File: src/rtl/wb_port_scheduler_pkg.sv
// Shared types and constants for the register-file writeback scheduler.
package ev22_pkg;

  localparam int unsigned CODE_W = 6;
  localparam int unsigned DATA_W = 16;

  localparam logic [CODE_W-1:0] NOP_CODE     = 6'd63;
  localparam logic [CODE_W-1:0] MEM_BUS_CODE = 6'd62;

  typedef struct packed {
    logic [CODE_W-1:0] dest;
    logic [DATA_W-1:0] data;
  } wb_req_t;

  typedef enum logic {
    NORMAL    = 1'b0,
    FORCE_ALU = 1'b1
  } sched_state_e;

  // Codes 62/63 are not real registers: writes to them are dropped.
  function automatic logic is_reserved(input logic [CODE_W-1:0] code);
    return code >= MEM_BUS_CODE;
  endfunction

endpackage

File: src/rtl/wb_port_scheduler_if.sv
// Requester handshakes, C-bus outputs and hazard query of the writeback scheduler.
interface wb_port_scheduler_if;
  import ev22_pkg::*;

  logic              alu_valid;
  logic              alu_ready;
  logic [CODE_W-1:0] alu_dest;
  logic [DATA_W-1:0] alu_data;
  logic              mem_valid;
  logic              mem_ready;
  logic [CODE_W-1:0] mem_dest;
  logic [DATA_W-1:0] mem_data;
  logic [CODE_W-1:0] c_out;
  logic [DATA_W-1:0] busc_out;
  logic              drop_err;
  logic [CODE_W-1:0] rd_addr;
  logic              rd_pending;

  modport master (
    output alu_valid, alu_dest, alu_data,
    output mem_valid, mem_dest, mem_data,
    output rd_addr,
    input  alu_ready, mem_ready, c_out, busc_out, drop_err, rd_pending
  );

  modport slave (
    input  alu_valid, alu_dest, alu_data,
    input  mem_valid, mem_dest, mem_data,
    input  rd_addr,
    output alu_ready, mem_ready, c_out, busc_out, drop_err, rd_pending
  );

endinterface

File: src/rtl/wb_fifo.sv
// Small holding FIFO for writeback requests; exposes every entry's dest for match logic.
module wb_fifo #(
  parameter int unsigned DEPTH  = 2,
  parameter int unsigned DEST_W = 6,
  parameter int unsigned WORD_W = 16
) (
  input  logic              clk,
  input  logic              rst_n,
  input  logic              push_valid_i,
  output logic              push_ready_o,
  input  logic [DEST_W-1:0] push_dest_i,
  input  logic [WORD_W-1:0] push_data_i,
  output logic              pop_valid_o,
  input  logic              pop_ready_i,
  output logic [DEST_W-1:0] head_dest_o,
  output logic [WORD_W-1:0] head_data_o,
  output logic [DEST_W-1:0] entry_dest_o [DEPTH],
  output logic [DEPTH-1:0]  entry_valid_o,
  output logic              empty_o,
  output logic              full_o
);

  localparam int unsigned PW = $clog2(DEPTH);
  localparam int unsigned CW = $clog2(DEPTH + 1);

  logic [PW-1:0]     wr_ptr_q, rd_ptr_q;
  logic [CW-1:0]     count_q;
  logic [DEST_W-1:0] dest_q [DEPTH];
  logic [WORD_W-1:0] data_q [DEPTH];
  logic              do_push, do_pop;

  assign empty_o      = (count_q == '0);
  assign full_o       = (count_q == CW'(DEPTH));
  assign pop_valid_o  = !empty_o;
  // A full FIFO that pops this cycle frees the slot for a same-cycle push.
  assign push_ready_o = !full_o || pop_ready_i;
  assign do_push      = push_valid_i && push_ready_o;
  assign do_pop       = pop_ready_i && !empty_o;
  assign head_dest_o  = dest_q[rd_ptr_q];
  assign head_data_o  = data_q[rd_ptr_q];
  assign entry_dest_o = dest_q;

  always_comb begin
    logic [PW-1:0] off;
    off           = '0;
    entry_valid_o = '0;
    for (int unsigned i = 0; i < DEPTH; i++) begin
      off              = PW'(i) - rd_ptr_q;
      entry_valid_o[i] = (CW'(off) < count_q);
    end
  end

  always_ff @(posedge clk) begin
    if (!rst_n) begin
      wr_ptr_q <= '0;
      rd_ptr_q <= '0;
      count_q  <= '0;
    end else begin
      if (do_push) wr_ptr_q <= wr_ptr_q + 1'b1;
      if (do_pop)  rd_ptr_q <= rd_ptr_q + 1'b1;
      case ({do_push, do_pop})
        2'b10:   count_q <= count_q + 1'b1;
        2'b01:   count_q <= count_q - 1'b1;
        default: count_q <= count_q;
      endcase
    end
  end

  // Storage needs no reset: the count register alone decides validity.
  always_ff @(posedge clk) begin
    if (do_push) begin
      dest_q[wr_ptr_q] <= push_dest_i;
      data_q[wr_ptr_q] <= push_data_i;
    end
  end

endmodule

File: src/rtl/wb_port_scheduler.sv
// Register-file write port owner: arbitrates ALU and load writebacks onto the C bus.
module wb_port_scheduler
  import ev22_pkg::*;
#(
  parameter int unsigned       FIFO_DEPTH = 2,
  parameter int unsigned       STARVE_MAX = 4,
  parameter logic [CODE_W-1:0] NOP_CODE   = ev22_pkg::NOP_CODE
) (
  input  logic                clk,
  input  logic                rst_n,
  wb_port_scheduler_if.slave  bus
);

  localparam int unsigned SW = $clog2(STARVE_MAX + 1);

  sched_state_e      state_q, state_d;
  logic [SW-1:0]     starve_q, starve_d;
  logic [CODE_W-1:0] c_q, c_d;
  logic [DATA_W-1:0] busc_q, busc_d;
  logic              drop_q, drop_d;

  logic              fifo_push, fifo_push_ready, fifo_pop_ready;
  logic              fifo_empty, fifo_full, fifo_pop_valid;
  logic [CODE_W-1:0] fifo_head_dest;
  logic [DATA_W-1:0] fifo_head_data;
  logic [CODE_W-1:0] fifo_dest [FIFO_DEPTH];
  logic [FIFO_DEPTH-1:0] fifo_vld;

  logic force_alu, waw_hit, rd_hit;
  logic alu_drop, mem_drop, mem_ready, mem_acc, mem_issue;
  logic bypass_ok, alu_ready, alu_acc, alu_keep, fifo_popping;

  wb_fifo #(
    .DEPTH  (FIFO_DEPTH),
    .DEST_W (CODE_W),
    .WORD_W (DATA_W)
  ) u_fifo (
    .clk           (clk),
    .rst_n         (rst_n),
    .push_valid_i  (fifo_push),
    .push_ready_o  (fifo_push_ready),
    .push_dest_i   (bus.alu_dest),
    .push_data_i   (bus.alu_data),
    .pop_valid_o   (fifo_pop_valid),
    .pop_ready_i   (fifo_pop_ready),
    .head_dest_o   (fifo_head_dest),
    .head_data_o   (fifo_head_data),
    .entry_dest_o  (fifo_dest),
    .entry_valid_o (fifo_vld),
    .empty_o       (fifo_empty),
    .full_o        (fifo_full)
  );

  always_comb begin
    waw_hit = 1'b0;
    rd_hit  = 1'b0;
    for (int unsigned i = 0; i < FIFO_DEPTH; i++) begin
      if (fifo_vld[i] && (fifo_dest[i] == bus.mem_dest)) waw_hit = 1'b1;
      if (fifo_vld[i] && (fifo_dest[i] == bus.rd_addr))  rd_hit  = 1'b1;
    end
  end

  // Handshake chain kept as plain assigns so the load decision settles before the ALU side.
  assign force_alu      = (state_q == FORCE_ALU);
  assign alu_drop       = is_reserved(bus.alu_dest);
  assign mem_drop       = is_reserved(bus.mem_dest);
  assign mem_ready      = !force_alu && !waw_hit;
  assign mem_acc        = bus.mem_valid && mem_ready;
  assign mem_issue      = mem_acc && !mem_drop;
  assign bypass_ok      = fifo_empty && !mem_issue;
  assign fifo_pop_ready = force_alu || !mem_issue;
  assign fifo_popping   = fifo_pop_valid && fifo_pop_ready;
  assign alu_ready      = fifo_push_ready || (fifo_empty && bypass_ok);
  assign alu_acc        = bus.alu_valid && alu_ready;
  assign alu_keep       = alu_acc && !alu_drop;
  assign fifo_push      = alu_keep && !bypass_ok;

  always_comb begin
    c_d      = NOP_CODE;
    busc_d   = '0;
    drop_d   = (alu_acc && alu_drop) || (mem_acc && mem_drop);
    starve_d = starve_q;
    state_d  = state_q;

    if (fifo_pop_valid && force_alu) begin
      c_d    = fifo_head_dest;
      busc_d = fifo_head_data;
    end else if (mem_issue) begin
      c_d    = bus.mem_dest;
      busc_d = bus.mem_data;
    end else if (fifo_pop_valid) begin
      c_d    = fifo_head_dest;
      busc_d = fifo_head_data;
    end else if (alu_keep) begin
      c_d    = bus.alu_dest;
      busc_d = bus.alu_data;
    end

    if (fifo_popping || fifo_empty) begin
      starve_d = '0;
    end else if (mem_issue && (starve_q != SW'(STARVE_MAX))) begin
      starve_d = starve_q + 1'b1;
    end

    case (state_q)
      NORMAL:    if (starve_d == SW'(STARVE_MAX)) state_d = FORCE_ALU;
      FORCE_ALU: state_d = NORMAL;
      default:   state_d = NORMAL;
    endcase
  end

  always_ff @(posedge clk) begin
    if (!rst_n) begin
      state_q  <= NORMAL;
      starve_q <= '0;
      c_q      <= NOP_CODE;
      busc_q   <= '0;
      drop_q   <= 1'b0;
    end else begin
      state_q  <= state_d;
      starve_q <= starve_d;
      c_q      <= c_d;
      busc_q   <= busc_d;
      drop_q   <= drop_d;
    end
  end

  assign bus.alu_ready  = alu_ready;
  assign bus.mem_ready  = mem_ready;
  assign bus.c_out      = c_q;
  assign bus.busc_out   = busc_q;
  assign bus.drop_err   = drop_q;
  assign bus.rd_pending = !is_reserved(bus.rd_addr) &&
                          (rd_hit || ((c_q != NOP_CODE) && (c_q == bus.rd_addr)));

endmodule
File: src/flat_wrapper.sv
// flat-port wrapper written by rule: the top's interface ports become plain ports
module wb_port_scheduler_flat import ev22_pkg::*;
#(
  parameter int unsigned       FIFO_DEPTH = 2,
  parameter int unsigned       STARVE_MAX = 4,
  parameter logic [CODE_W-1:0] NOP_CODE   = ev22_pkg::NOP_CODE
)
  (clk, rst_n, bus_alu_valid, bus_alu_dest, bus_alu_data, bus_mem_valid, bus_mem_dest, bus_mem_data, bus_rd_addr, bus_alu_ready, bus_mem_ready, bus_c_out, bus_busc_out, bus_drop_err, bus_rd_pending);
  wb_port_scheduler_if bus_i ();
  input  logic clk;
  input  logic rst_n;
  input wire logic [$bits(bus_i.alu_valid)-1:0] bus_alu_valid;
  input wire logic [$bits(bus_i.alu_dest)-1:0] bus_alu_dest;
  input wire logic [$bits(bus_i.alu_data)-1:0] bus_alu_data;
  input wire logic [$bits(bus_i.mem_valid)-1:0] bus_mem_valid;
  input wire logic [$bits(bus_i.mem_dest)-1:0] bus_mem_dest;
  input wire logic [$bits(bus_i.mem_data)-1:0] bus_mem_data;
  input wire logic [$bits(bus_i.rd_addr)-1:0] bus_rd_addr;
  output wire logic [$bits(bus_i.alu_ready)-1:0] bus_alu_ready;
  output wire logic [$bits(bus_i.mem_ready)-1:0] bus_mem_ready;
  output wire logic [$bits(bus_i.c_out)-1:0] bus_c_out;
  output wire logic [$bits(bus_i.busc_out)-1:0] bus_busc_out;
  output wire logic [$bits(bus_i.drop_err)-1:0] bus_drop_err;
  output wire logic [$bits(bus_i.rd_pending)-1:0] bus_rd_pending;
  assign bus_i.alu_valid = bus_alu_valid;
  assign bus_i.alu_dest = bus_alu_dest;
  assign bus_i.alu_data = bus_alu_data;
  assign bus_i.mem_valid = bus_mem_valid;
  assign bus_i.mem_dest = bus_mem_dest;
  assign bus_i.mem_data = bus_mem_data;
  assign bus_i.rd_addr = bus_rd_addr;
  assign bus_alu_ready = bus_i.alu_ready;
  assign bus_mem_ready = bus_i.mem_ready;
  assign bus_c_out = bus_i.c_out;
  assign bus_busc_out = bus_i.busc_out;
  assign bus_drop_err = bus_i.drop_err;
  assign bus_rd_pending = bus_i.rd_pending;
  wb_port_scheduler #(.FIFO_DEPTH(FIFO_DEPTH), .STARVE_MAX(STARVE_MAX), .NOP_CODE(NOP_CODE)) u_core (.clk(clk), .rst_n(rst_n), .bus(bus_i));
endmodule
File: config.mk
export PLATFORM = sky130hd
export DESIGN_NAME = wb_port_scheduler_flat
export DESIGN_NICKNAME = d
export VERILOG_FILES = /design/src/rtl/wb_port_scheduler_pkg.sv /design/src/rtl/wb_port_scheduler_if.sv /design/src/rtl/wb_fifo.sv /design/src/rtl/wb_port_scheduler.sv /design/src/flat_wrapper.sv
export SDC_FILE = /design/constraint.sdc
export NUM_CORES = 1
export LEC_CHECK = 0
export CAP_MARGIN = 10
export CORE_MARGIN = 2
export CORE_UTILIZATION = 45
export CTS_BUF_LIST = sky130_fd_sc_hd__clkbuf_16
export DETAILED_ROUTE_END_ITERATION = 7
export GPL_TIMING_DRIVEN = 0
export HOLD_SLACK_MARGIN = 0.12
export PLACE_DENSITY = 0.82
export SLEW_MARGIN = 25
export SYNTH_ARGS = -nofsm -noshare
export SYNTH_HDL_FRONTEND = slang
export SYNTH_HIERARCHICAL = 1
export SYNTH_SLANG_ARGS = --single-unit
File: constraint.sdc
create_clock -name clk -period 10 [get_ports clk]
set_input_delay 2 -clock clk [delete_from_list [all_inputs] [get_ports clk]]
set_output_delay 2 -clock clk [all_outputs]
set_load 0.02 [all_outputs]
# Word-level counts from Yosys, hierarchy flattened
# Memories as Yosys holds them, arrays and structs flattened. A register that Yosys moved wholly into a read port is not among the register bits.
# Index checks and enable logic that the tools add are counted.
# totals
out_inout_bits	26
input_bits	54
reg_bits	43
mem_bits_rw	32
memories	1
word_cells	105
# mem_list
memory	words	word_bits	rd	rd_ports_with_merged_regs	write_ports	line_no	text
u_core.u_fifo.data_q	2	16	1	1	1	wb_fifo.sv:29	logic [WORD_W-1:0] data_q [DEPTH];
# op_classes
eq_ne	11
add_sub_neg	7
n_bitwise	3
muxes	27
order_cmp	8
n_reduce_logical	38
# op_table
op	count
$mux 16	4
$mux 6	8
$eq 6x6->1	5
$logic_and 1x1->1	21
$ge 6x6->1 const B	3
$bwmux 12	1
$logic_not 1->1	9
$mux 1	9
$demux 6 s1	1
$logic_or 1x1->1	6
$mux 3	2
$ne 6x6->1 const B	1
$eq 2x2->1 const B	2
$ge 2x2->1 const B	2
$lt 1x2->1	2
$not 1->2	2
$pmux 2 s2	1
$add 3x1->3 const B	1
$eq 3x3->1 const B	1
$ne 3x3->1 const B	1
$add 1x1->1 const B	2
$add 2x1->2 const B	1
$eq 2x1->1 const B	1
$logic_not 2->1	1
6 further kinds	7

# Longest topological paths before layout
# Gate-level depths: netlist of run 1.
# logic_depth
word_depth	19
ltp_mapped	16
depth_no_buf	14

# By module
# Netlist of run 1, hierarchy kept.
# by_module_without_submodules
mod	instances	cells_each	area_per_inst_um2	seq_area_each_um2
wb_fifo	1	99	1870.5	1421.4
wb_port_scheduler	1	225	1854.3	540.5

# Worst setup path before layout of run 1
# OpenSTA, ideal clock, no wires.
# synth_path
path_kind	input -> output
from	input port bus_mem_dest[4]
to	output port bus_alu_ready
path_buffers	1
cell_stages	8
t_arrival_ns	3.508
setup_slack_ns	4.492
t_required_ns	8.000
path_cell_list	xor2_1 nor2_1 a41o_4 nor2_8 inv_2 buf_4 or3b_4 a21o_1
# synth_between
elab_chain_cells	12
elab_cells_between_ends	18
cone_classes	order compare (1); eq/ne (2); mux (2); reduce/logical (13)
# synth_rtl
element	line_no	text
from (decl)	flat_wrapper.sv:16	input wire logic [$bits(bus_i.mem_dest)-1:0] bus_mem_dest;
$eq 6x6->1	wb_port_scheduler.sv:58	if (fifo_vld[i] && (fifo_dest[i] == bus.mem_dest)) waw_hit = 1'b1;
$logic_and 1x1->1	wb_port_scheduler.sv:58	
$mux 1 (2 in series)	wb_port_scheduler.sv:58	
$logic_not 1->1	wb_port_scheduler.sv:67	assign mem_ready = !force_alu && !waw_hit;
$logic_and 1x1->1	wb_port_scheduler.sv:67	
$logic_and 1x1->1	wb_port_scheduler.sv:68	assign mem_acc = bus.mem_valid && mem_ready;
$logic_and 1x1->1 *	wb_port_scheduler.sv:69	assign mem_issue = mem_acc && !mem_drop;
$logic_not 1->1 *	wb_port_scheduler.sv:71	assign fifo_pop_ready = force_alu || !mem_issue;
$logic_or 1x1->1 *	wb_port_scheduler.sv:71	
named net u_core.fifo_pop_ready	wb_port_scheduler.sv:22	logic fifo_push, fifo_push_ready, fifo_pop_ready;
$logic_or 1x1->1 *	wb_fifo.sv:36	assign push_ready_o = !full_o || pop_ready_i;
named net u_core.fifo_push_ready	wb_port_scheduler.sv:22	
$logic_or 1x1->1 *	wb_port_scheduler.sv:73	assign alu_ready = fifo_push_ready || (fifo_empty && bypass_ok);
to (decl)	flat_wrapper.sv:19	output wire logic [$bits(bus_i.alu_ready)-1:0] bus_alu_ready;
# Mark *: on every way through the listed nets, which the timed path passes. The rest lies on a longest branch.

# Worst setup path after layout of run 1
# layout_path
from	input port bus_mem_dest[3]
to	output port bus_alu_ready
# Same word-level chain as after synthesis.

==> qor.csv, run 1 <==
stage,metric,value,unit
die,Initial Util,45.9,%
sta,worst-case hold slack,0.526,ns
die,chip height,94.9,um
cells_and_area,final core occ,61.3,%
critical_path,worst r2r path cells,11,
sta,setup TNS,0,ns
clock_tree,clk_lat worst skew,0.33,ns
critical_path,Crit path depth,10,
grt,vias in the first global route,3104,
cells_and_area,"most common cell after layout, fill and taps aside",clkdlybuf4s50_1,
yosys,syn_nets,380,
worst_hold_path,min-delay worst type,reg -> reg,
sta,clock skew,0.00689,ns
cells_and_area,Antenna Cells,0,
clock_tree,Clock transition at path regs,0.06,ns
die,Core Box Area,8090,sq um
critical_path,worst-path fanout max,11,
grt,first-pass GRT wire length,14.9,mm
clock_tree,CTS tree,done,
critical_path,WP data arrival,4.79,ns
sta,fmax,0.147,GHz
die,Die X-Extent,94.9,um
clock_tree,CTS Buf Count,9,
sta,fin crit share,67.9,%
die,IO Pins,80,
sta,setup ws final,3.21,ns
critical_path,crit path buf inv count,4,
run,Max Cap Violations,0,
yosys,Post-Syn Instances,323,
critical_path,"Req. time, crit path",8.00,ns
cells_and_area,fraction of layout cells with a size suffix above 1,9.33,%
power_and_ir_drop,total power,1.11,mW
route,vias,2972,
placement,post-place setup slack,3.24,ns
placement,Routability Congestion,0.888,
power_and_ir_drop,Max IR drop VDD,104,uV
grt,GRT Resource Usage Total,22.0,%
grt,largest net degree at the start of global routing,23,
cells_and_area,area grow syn2layout,33.5,%
placement,DP HPWL,6.63,mm
route,DRT Pass-1 Iters,4,
route,average wire per standard cell,18.2,um
route,Via density,5.68,
critical_path,Crit. End Element,output pin,
clock_tree,root buf cell,clkbuf_16,
clock_tree,Bufs on Longest Clock Path,2,
grt,initial antenna violation count,0,
sta,Final Setup Violations,0,
sta,Slew HR,51.9,%
sta,crit path time final,6.79,ns
yosys,synthesized area per cell,11.5,sq um
route,Post-Route WL,9.50,mm
sta,Hold Fails Final Rpt,0,
grt,Congestion Overflow GR,0,
route,post-route ant nets,0,
sta,RSZ-0062 raised after global routing,false,
critical_path,"most used cell, CP",clkdlybuf4s50_1,
cells_and_area,"commonest non-fill, non-tap cells in the layout","clkdlybuf4s50_1, edfxtp_1, dfxtp_1",
critical_path,CP peak stage delay,0.58,ns
die,Die ar.,9010,sq um
clock_tree,H-tree levels,3,
clock_tree,post-CTS setup repair buffer count,0,
critical_path,CP Launch Type,input port,
critical_path,worst-path cell chain,clkdlybuf4s50_1 > xor2_1 > nor2_1 > a41o_4 > nor2_8 > inv_2 > buf_4 > or3b_4 > a21o_1 > clkdlybuf4s50_1,
route,DRC Markers,0,
sta,Max Slew Vio Count,0,
die,row count,33,
critical_path,CP max stage cell,clkdlybuf4s50_1,
clock_tree,"Gates resized, CTS repair",0,
cells_and_area,filler instances,662,
clock_tree,CTS sink count,76,
clock_tree,cts hold-fix bufs,0,
power_and_ir_drop,Power Density,223,nW/um^2
placement,number of port buffers,79,
yosys,YS warnings,6,
sta,worst-margin pin slew,0.720,ns
power_and_ir_drop,Lkg Pwr,1.76,nW
critical_path,CP Class,in -> out,
cells_and_area,nets,470,
route,drt initial violations,180,
worst_hold_path,WHS Path Cells,2,
status,status,"complete, no violations",
critical_path,CP top delay family,buffers and inverters,
yosys,Post-Syn Area,3720,sq um
==> flip-flops by register name (all words and copies together) (netlist names), named ones only <==
register                    cells
u_core/u_fifo/rd_ptr_q          1
u_core/u_fifo/count_q           2
u_core/bus.busc_out            16
u_core/u_fifo/wr_ptr_q          1
u_core/starve_q                 3
u_core/bus.c_out                6
u_core/force_alu                1
u_core/u_fifo/entry_dest_o     12
u_core/bus.drop_err             1
u_core/u_fifo/data_q           32
==> path summary, 6_finish.rpt <==
kind / startpoint / endpoint / slack (ns)
worst min-delay path: u_core/u_fifo/wr_ptr_q$_SDFFE_PN0N_ / u_core/u_fifo/wr_ptr_q$_SDFFE_PN0N_ / 0.53
worst min register to register: u_core/u_fifo/wr_ptr_q$_SDFFE_PN0N_ / u_core/u_fifo/wr_ptr_q$_SDFFE_PN0N_ / 0.53
worst max-delay path: bus_mem_dest[3] / bus_alu_ready / 3.21
worst max register to register: u_core/u_fifo/entry_dest_o[5]$_DFFE_PP_ / u_core/u_fifo/entry_dest_o[9]$_DFFE_PP_ / 6.64
==> routing by layer <==
| metal | part of all wire, % | track usage (%) |
|---|---|---|
| met2 | 51 | 37.5 |
| met5 | 0 | 0 |
| met1 | 42 | 26.4 |
| met3 | 4.5 | 3.67 |
| met4 | 2.6 | 11.8 |
==> worst reg2reg max path: cells and delay by family, from the launching register on <==
kind            cells  cell delay [ns]
simple gates        6             1.27
xor+xnor            1             0.19
flops               1             0.47
compound gates      2             0.69
buf+inv             2             0.36
==> metrics by stage <==
step	area, sq um	std cells
3_5_place_dp	4650	507
6_report	4960	523
5_1_grt	4960	523
3_3_place_gp	4640	507
2_1_floorplan	3720	323
4_1_cts	4960	523
==> power by group <==
part	internal [mW]	leakage (nW)	switching (mW)
Combinational	0.156	0.936	0.186
Clock	0.217	0.155	0.124
Sequential	0.394	0.671	0.0296
==> final cells by class <==
type / instances / area, sq um / share of cell area [%]
tap: 105 / 131 / 2.65
timing repair buffer: 79 / 791 / 15.9
inverter: 7 / 26.3 / 0.529
sequential: 76 / 1960 / 39.5
clock buffer: 9 / 225 / 4.54
multi-input combinational: 222 / 1630 / 32.8
buffer: 18 / 109 / 2.19
clock inverter: 7 / 90.1 / 1.81
(Power assumes the default switching activity.)
==> run 2, diff against run 1 <==
--- a/config.mk
+++ b/config.mk
@@ -12,7 +12,7 @@
 export DETAILED_ROUTE_END_ITERATION = 7
 export GPL_TIMING_DRIVEN = 0
 export HOLD_SLACK_MARGIN = 0.12
-export PLACE_DENSITY = 0.82
+export PLACE_DENSITY = 0.85
 export SLEW_MARGIN = 25
 export SYNTH_ARGS = -nofsm -noshare
 export SYNTH_HDL_FRONTEND = slang
==> constraint.sdc (replaced) <==
create_clock -name clk -period 6.2 [get_ports clk]
set_input_delay 1.24 -clock clk [delete_from_list [all_inputs] [get_ports clk]]
set_output_delay 1.24 -clock clk [all_outputs]
set_load 0.02 [all_outputs]
==> qor.csv, run 2 (synthesis gave the netlist of run 1 again) <==
stage,metric,value,unit,change
critical_path,WP data arrival,4.00,ns,was 4.79 ns
critical_path,"reg-to-reg slack, setup",2.83,ns,was 6.64 ns
route,DRC Markers,0,,unchanged
placement,number of port buffers,79,,unchanged
route,Post-Route WL,9.64,mm,was 9.50 mm
cells_and_area,Top reg by flops,u_core/u_fifo/data_q,,unchanged
sta,setup TNS,0,ns,unchanged
sta,Max Slew Vio Count,0,,unchanged
grt,largest net degree at the start of global routing,23,,unchanged
placement,DP HPWL,6.74,mm,was 6.63 mm
route,DRT Pass-1 Iters,5,,was 4
clock_tree,clk_lat worst skew,0.33,ns,about the same
sta,fin crit share,84.5,%,
grt,Congestion Overflow GR,0,,unchanged
cells_and_area,design area,4970,sq um,was 4960 sq um
critical_path,Crit. End Element,output pin,,unchanged
critical_path,crit path to,bus_alu_ready,,unchanged
critical_path,FF-to-FF Start,u_core/u_fifo/entry_dest_o[1]$_DFFE_PP_,,was u_core/u_fifo/entry_dest_o[5]$_DFFE_PP_
critical_path,worst r2r path cells,11,,unchanged
critical_path,"Req. time, crit path",4.96,ns,was 8.00 ns
clock_tree,CTS sink count,76,,unchanged
cells_and_area,fraction of layout cells with a size suffix above 1,9.57,%,was 9.33%
cells_and_area,"most common cell after layout, fill and taps aside",clkdlybuf4s50_1,,unchanged
clock_tree,Bufs on Longest Clock Path,2,,unchanged
placement,DP Area,4650,sq um,unchanged
sta,crit path time final,5.24,ns,
placement,Routability Congestion,0.935,,was 0.888
sta,Hold Fails Final Rpt,0,,unchanged
route,vias,3003,,was 2972
sta,Slew HR,48.6,%,was 51.9%
route,drt initial violations,313,,was 180
status,status,"complete, no violations",,unchanged
sta,clock skew,0.00795,ns,was 0.00689 ns
critical_path,CP Class,in -> out,,unchanged
route,average wire per standard cell,18.4,um,was 18.2 um
critical_path,Critical path origin,bus_mem_dest[4],,was bus_mem_dest[3]
sta,worst-margin pin slew,0.769,ns,was 0.720 ns
clock_tree,CTS Buf Count,9,,unchanged
placement,placed cells,507,,unchanged
cells_and_area,"commonest non-fill, non-tap cells in the layout","clkdlybuf4s50_1, edfxtp_1, dfxtp_1",,unchanged
clock_tree,post-CTS setup repair buffer count,0,,unchanged
sta,setup ws final,0.961,ns,was 3.21 ns
sta,RSZ-0062 raised after global routing,false,,unchanged
cells_and_area,area grow syn2layout,33.6,%,was 33.5%
worst_hold_path,min-delay worst type,reg -> reg,,unchanged
die,Core Box Area,8090,sq um,unchanged
power_and_ir_drop,Power Density,360,nW/um^2,was 223 nW/um^2
cells_and_area,Antenna Cells,0,,unchanged
critical_path,R2R Path End,u_core/u_fifo/entry_dest_o[9]$_DFFE_PP_,,unchanged
clock_tree,root buf cell,clkbuf_16,,unchanged
die,Initial Util,45.9,%,unchanged
grt,first-pass GRT wire length,14.8,mm,was 14.9 mm
cells_and_area,nets,470,,unchanged
placement,post-place setup slack,0.983,ns,was 3.24 ns
clock_tree,cts hold-fix bufs,0,,unchanged
die,Die X-Extent,94.9,um,unchanged
cells_and_area,Finished Layout Cells,523,,unchanged
grt,GRT Resource Usage Total,22.0,%,about the same
critical_path,CP Launch Type,input port,,unchanged
die,chip height,94.9,um,unchanged
sta,Final Setup Violations,0,,unchanged
run,Max Cap Violations,0,,unchanged
power_and_ir_drop,Lkg Pwr,1.76,nW,about the same
route,Via density,5.74,,was 5.68
die,IO Pins,80,,unchanged
power_and_ir_drop,Max IR drop VDD,176,uV,was 104 uV
critical_path,worst-path fanout max,11,,unchanged
grt,initial antenna violation count,0,,unchanged
clock_tree,CTS tree,done,,unchanged
die,row count,33,,unchanged
sta,fmax,0.191,GHz,
clock_tree,Clock transition at path regs,0.06,ns,about the same
grt,vias in the first global route,2991,,was 3104
cells_and_area,max reg flops,32,,unchanged
clock_tree,"Gates resized, CTS repair",0,,unchanged
route,post-route ant nets,0,,unchanged
cells_and_area,final core occ,61.4,%,was 61.3%
clock_tree,H-tree levels,3,,unchanged
die,Die ar.,9010,sq um,unchanged
-- run 2: final cells by class --
cell class	instances	area (sq um)
clock buffers	9	225
repair buffers	79	791
clock inverters	7	93.8
inverters	7	26.3
multi-input cells	222	1630
plain buffers	18	109
well taps	105	131
fillers	661	3120
flip-flops and latches	76	1960
-- run 2: how the worst min path moves through the flow --
stage                                               end                                 from  cells after the start  slack (ns)
global placement    u_core/u_fifo/wr_ptr_q$_SDFFE_PN0N_  u_core/u_fifo/wr_ptr_q$_SDFFE_PN0N_                      2        0.46
CTS                         u_core/force_alu$_SDFF_PP0_          u_core/force_alu$_SDFF_PP0_                      1        0.51
floorplan                   u_core/force_alu$_SDFF_PP0_          u_core/force_alu$_SDFF_PP0_                      1        0.44
detailed placement          u_core/force_alu$_SDFF_PP0_          u_core/force_alu$_SDFF_PP0_                      1        0.50
finish                      u_core/force_alu$_SDFF_PP0_          u_core/force_alu$_SDFF_PP0_                      1        0.51
global route                u_core/force_alu$_SDFF_PP0_          u_core/force_alu$_SDFF_PP0_                      1        0.53
-- run 2: stage by stage --
step / hold slack (ns) / power (mW)
after CTS: 0.513 / 1.79
after floorplan: 0.443 / 1.04
final: 0.510 / 1.79
after global placement: 0.465 / 1.22
after global routing: 0.533 / 1.86
after detailed placement: 0.497 / 1.24
-- run 2: where the power goes --
part	switching (mW)	leakage (nW)	total, mW	internal, mW
registers	0.0491	0.671	0.685	0.635
clock network	0.196	0.157	0.547	0.351
logic	0.306	0.936	0.559	0.253
total	0.552	1.76	1.79	1.24
-- run 2: routing by layer --
| metal | track usage [%] | share of wire [%] |
|---|---|---|
| met1 | 27.3 | 41 |
| met2 | 37.2 | 51 |
| met3 | 4.15 | 5.7 |
| met4 | 9.66 | 1.8 |
| met5 | 0 | 0 |
-- run 2: critical path: stages --
cell	delay (ns)
clkdlybuf4s50_1	0.59
xor2_1	0.17
nor2_1	0.08
a41o_4	0.33
nor2_8	0.15
inv_2	0.09
buf_4	0.19
or3b_4	0.43
a21o_1	0.19
clkdlybuf4s50_1	0.54
==> run 3, diff against run 2 <==
--- a/config.mk
+++ b/config.mk
@@ -12,7 +12,7 @@
 export DETAILED_ROUTE_END_ITERATION = 7
 export GPL_TIMING_DRIVEN = 0
 export HOLD_SLACK_MARGIN = 0.12
-export PLACE_DENSITY = 0.85
+export PLACE_DENSITY = 0.82
 export SLEW_MARGIN = 25
 export SYNTH_ARGS = -nofsm -noshare
 export SYNTH_HDL_FRONTEND = slang
==> constraint.sdc (replaced) <==
create_clock -name clk -period 5.3 [get_ports clk]
set_input_delay 1.06 -clock clk [delete_from_list [all_inputs] [get_ports clk]]
set_output_delay 1.06 -clock clk [all_outputs]
set_load 0.02 [all_outputs]
==> results of run 3 <==
Same layout as run 1 (identical final DEF). Status: complete, no violations.
Among the figures that moved: setup slack after placement 3.24 ns -> 0.418 ns; setup slack after layout 3.21 ns -> 0.393 ns; register-to-register setup slack 6.64 ns -> 1.94 ns; total power 1.11 mW -> 2.09 mW; worst IR drop on VDD 104 uV -> 196 uV
